## src/rtl/onehot_reg_bank.sv

```systemverilog
`default_nettype none
// ============================================================================
// Module   : onehot_reg_bank
// Purpose  : Register bank of DEPTH words x WIDTH bits. It is written through a
//            one-hot write-enable vector and read through two independent
//            combinational read ports. A sticky error flag records any
//            multi-hot write-enable seen on a clock edge.
//
// Ports    : clk       in   1      rising-edge clock
//            reset     in   1      asynchronous active-high reset
//            wr_en     in   DEPTH  one-hot write select; bit i targets reg i
//            wr_data   in   WIDTH  write data
//            rd_addr1  in   AW     read port 1 address
//            rd_addr2  in   AW     read port 2 address
//            rd_data1  out  WIDTH  reg[rd_addr1]
//            rd_data2  out  WIDTH  reg[rd_addr2]
//            wr_err    out  1      sticky multi-hot write-enable flag
//
// Config   : `ZERO_REG_EN - when defined, register DEPTH-1 is hardwired to
//            zero. It has no storage, and one-hot writes to it are dropped
//            silently.
//
// Revision : 1.0  initial release
// ============================================================================
module onehot_reg_bank #(
  parameter int WIDTH = 64,
  parameter int DEPTH = 32,
  parameter int AW    = $clog2(DEPTH)
) (
  input  logic             clk,
  input  logic             reset,
  input  logic [DEPTH-1:0] wr_en,
  input  logic [WIDTH-1:0] wr_data,
  input  logic [AW-1:0]    rd_addr1,
  input  logic [AW-1:0]    rd_addr2,
  output logic [WIDTH-1:0] rd_data1,
  output logic [WIDTH-1:0] rd_data2,
  output logic             wr_err
);

`ifdef ZERO_REG_EN
  localparam bit ZERO_LAST = 1'b1;
`else
  localparam bit ZERO_LAST = 1'b0;
`endif

  localparam logic [DEPTH-1:0] C_ONE = {{(DEPTH-1){1'b0}}, 1'b1};

  // Clearing the lowest set bit leaves a nonzero value only when two or more
  // bits are set. Bit DEPTH-1 takes part even when it is hardwired to zero.
  logic             w_multi_hot;
  logic             wr_err_d;
  logic             wr_err_q;
  logic [WIDTH-1:0] w_reg_val [DEPTH];

  always_comb begin
    w_multi_hot = |(wr_en & (wr_en - C_ONE));
    wr_err_d    = wr_err_q | w_multi_hot;
  end

  always_ff @(posedge clk or posedge reset) begin
    if (reset) begin
      wr_err_q <= 1'b0;
    end else begin
      wr_err_q <= wr_err_d;
    end
  end

  genvar gi;
  generate
    for (gi = 0; gi < DEPTH; gi++) begin : g_reg
      if (ZERO_LAST && (gi == DEPTH - 1)) begin : g_zero
        // This location is a constant zero. It has no storage, so a one-hot
        // write to it has nothing to land in and is lost.
        assign w_reg_val[gi] = '0;
      end else begin : g_store
        logic [WIDTH-1:0] reg_d;
        logic [WIDTH-1:0] reg_q;

        // A multi-hot vector blocks every write, including to bits set in it.
        always_comb begin
          reg_d = reg_q;
          if (wr_en[gi] && !w_multi_hot) begin
            reg_d = wr_data;
          end
        end

        always_ff @(posedge clk or posedge reset) begin
          if (reset) begin
            reg_q <= '0;
          end else begin
            reg_q <= reg_d;
          end
        end

        assign w_reg_val[gi] = reg_q;
      end
    end
  endgenerate

  // There is no write-to-read bypass. A read always sees the current contents.
  assign rd_data1 = w_reg_val[rd_addr1];
  assign rd_data2 = w_reg_val[rd_addr2];
  assign wr_err   = wr_err_q;

endmodule
`default_nettype wire

```

## config.mk

```make
export PLATFORM = sky130hd
export DESIGN_NAME = onehot_reg_bank
export DESIGN_NICKNAME = d
export VERILOG_FILES = /design/src/rtl/onehot_reg_bank.sv
export SDC_FILE = /design/constraint.sdc
export NUM_CORES = 2
export LEC_CHECK = 0
export CELL_PAD_IN_SITES_DETAIL_PLACEMENT = 0
export CELL_PAD_IN_SITES_GLOBAL_PLACEMENT = 1
export CORE_MARGIN = 2
export CORE_UTILIZATION = 55
export CTS_BUF_LIST = sky130_fd_sc_hd__clkbuf_4 sky130_fd_sc_hd__clkbuf_8 sky130_fd_sc_hd__clkbuf_16
export DETAILED_ROUTE_END_ITERATION = 8
export HOLD_SLACK_MARGIN = 0.12
export PLACE_DENSITY = 0.84
export SLEW_MARGIN = 10
export SYNTH_ARGS = -nofsm -noshare
export SYNTH_HDL_FRONTEND = slang
export SYNTH_SLANG_ARGS = --single-unit
```

## constraint.sdc

```tcl
create_clock -name clk -period 103 [get_ports clk]
set_input_delay 20.6 -clock clk [delete_from_list [all_inputs] [get_ports clk]]
set_output_delay 20.6 -clock clk [all_outputs]
set_load 0.005 [all_outputs]
```

==> summary.txt <==
via count = 62.6k
vias in the first global route = 66.3k
# DRC = 0
Filler Cell Count = 14.0k
core area = 0.195 mm2
GR peak layer = met2
cell total after placement = 8,587
CTS tree = built
Die Footprint = 0.201 mm2
kind of critical path = primary input to output pin
DR WL/cell = 33.9 um
first-pass GRT wire length = 457,000 um
initial DRC count = 5,463
FF+latch count, synth = 2,049
ANT nets after route = 0
Pins Over Slew Limit = 0
register share of total power = 46.4%
most frequent cell after synthesis = dfrtp_1
clk sinks = 2,049
Pint = 1.35 mW
Setup Viol. Count Final = 0
kind of end point of the critical path = output pin
nets = 6,289
DIE WIDTH = 448 um
clock buffer count from CTS = 216
async set-reset flop share out of synthesis = 100%
top-area cell type share of the netlist area = 47.3%
layout cell share with drive strength beyond 1 = 57.8%
Seq/Total Area, Yosys = 47.3%
I/O Buffers = 236
H-tree lvl count = 4
CTS Buffer Depth = 3
final worst slack = 56,100 ps
worst path cell trace = buf_8 > buf_4 > buf_4 > buf_4 > buf_4 > mux4_2 > mux4_2 > mux2_2 > clkdlybuf4s50_1
Root Buffer = clkbuf_16
total grt overflow = 0
GRT Total Usage = 31.2%
Net Sw Power = 0.408 mW
Rows = 162
CP most frequent cell = buf_4
initial antenna violation count = 18
Total Neg Setup Slack = 0 ps
Lkg Pwr = 55.6 nW
VDD IR max = 0.0204 mV
top cells by count, synth = dfrtp_1 (2,049), mux2_2 (1,821), mux4_2 (1,280), clkbuf_1 (406), mux2_1 (355)
Layout area overhead = 10.8%
Clk pin slew, worst setup/hold paths = 60 ps
Mapped Cells = 6,291
post_cts resized = 0
Die Height = 448 um
top cell type by total area after synthesis = dfrtp_1
Hold WS = 509 ps
Cell Area, Synth = 0.108 mm2
clock latency at the later pin of the worst-skew pair = 860 ps
CP max FO = 76
final WL = 305,000 um
met3 Usage GRT = 5.14%
max_slew headroom = 16.3%
Layout Skew = 0 ps
IO Pins = 237
Setup Buffers After CTS = 0
WP data arrival = 26,300 ps
EDFF count, synth = 0
hold_buf cts = 0
non-filler cells, final = 8,994
Worst Max-Slew Pin Slew = 1250 ps
Starting Density = 55.5%
Yosys cell types = 40
main area contributors after synthesis = dfrtp_1 (47%), mux4_2 (27%), mux2_2 (19%)
largest net degree at the start of global routing = 174
final hold vios = 0
drt via density = 6.96
Post-Syn Nets = 6,399
RSZ-0062 raised after global routing = false
syn avg cell area = 17.2 um2
Max-Cap Viols = 0
Reg2Reg Setup Slack = 102,160 ps
Critical Path Max Stage Delay = 770 ps
switch share = 23.2%
f_max = 21.3 MHz
met2 usage = 50.6%
Hold WC Path Type = flop to flop
min cycle time layout = 46,900 ps
Placement Setup Slack = 55,910 ps
Setup crit start kind = primary input
dpl hpwl = 163,000 um
outcome = finished, final reports clean
grt met1 use = 42.9%
Yosys warnings = 0
routability cong. = 0.785
clock share of power = 47.5%
combinational share of power = 6.1%
slowest CP cell = buf_4
drt pass-1 iters = 5
Final period util = 45.5%
Req. time, crit path = 82,400 ps
prevailing post-synth register cell = dfrtp_1
power per cell area = 14.6 mW/mm2
==> metal layers <==
layer | up-vias | part of all wire (%)
li1 | 24800 | -
met1 | 34900 | 40
met2 | 2356 | 49
met3 | 607 | 6.6
met4 | 12 | 4.1
met5 | - | 0.029
==> layout make-up <==
class | count | area (um2) | area share, %
Multi-Input combinational cell | 3548 | 54300 | 45.2
Sequential cell | 2049 | 51300 | 42.7
Clock buffer | 324 | 6690 | 5.57
Timing Repair Buffer | 363 | 3440 | 2.86
Tap cell | 2624 | 3280 | 2.73
Clock inverter | 76 | 1050 | 0.872
Inverter | 3 | 18.8 | 0.0156
Antenna cell | 7 | 17.5 | 0.0146
==> cell usage in the layout (no fill, tap or decap), drive strengths merged, types with 2 or more instances in the layout <==
cell	instances
nor2	3
or2	2
maj3	2
diode	7
o31ai	6
dfrtp	2049
clkbuf	328
buf	133
nand2	2
clkinv	46
mux4	1280
clkinvlp	6
o41ai	2
bufinv	20
o21ai	7
clkdlybuf4s50	226
nand3	31
or4	5
nor4	5
nor3	3
inv	7
or3	6
a211oi	3
mux2	2176
==> flip-flops by register name, summed over array words and instances (netlist names) <==
| register | cells |
|---|---|
| g.g_store.reg_q | 2048 |
| wr_err | 1 |
==> metrics by stage <==
step | cell area (um2) | util, % | power, mW
global route | 120000 | 61.5 | 1.81
finish | 120000 | 61.5 | 1.76
global placement | 112000 | 57.5 | 0.935
detailed placement | 112000 | 57.5 | 0.937
floorplan | 108000 | - | 0.906
CTS | 120000 | 61.4 | 1.77
==> logic make-up (layout without fill, tap and decap cells) <==
logic type	after synthesis	after routing	share of synthesized area, %
adders and majority gates	2	2	0.0185
AOI/OAI and AO/OA	27	27	0.180
muxes	3456	3456	49.2
and+or+nand+nor	63	63	0.671
buffers and inverters	694	766	2.63
other	0	7	0
DFF	2049	2049	47.3
==> final timing paths <==
| path | startpoint | end | cells past startpoint |
|---|---|---|---|
| max | rd_addr1[0] | rd_data1[41] | 9 |
| min | g_reg[26].g_store.reg_q[47] | g_reg[26].g_store.reg_q[47] | 1 |
| max reg2reg | g_reg[16].g_store.reg_q[42] | g_reg[16].g_store.reg_q[42] | 1 |
| min reg2reg | g_reg[26].g_store.reg_q[47] | g_reg[26].g_store.reg_q[47] | 1 |
| max in group asynchronous | reset | g_reg[1].g_store.reg_q[8] | 7 |
| min in group asynchronous | reset | g_reg[25].g_store.reg_q[56] | 2 |
==> worst max-delay path: cells and delay by family <==
| kind | cells | cell delay (ps) |
|---|---|---|
| multiplexers | 3 | 1420 |
| buffers and inverters | 6 | 4120 |
==> power by group through the flow <==
stage | logic (mW) | registers (mW) | clock network [mW]
detailed placement | 0.108 | 0.829 | 0
CTS | 0.108 | 0.815 | 0.846
global placement | 0.107 | 0.829 | 0
floorplan | 0.0750 | 0.831 | 0
global route | 0.115 | 0.815 | 0.880
finish | 0.106 | 0.815 | 0.835
Note: power is estimated with default switching activity, not from simulation.
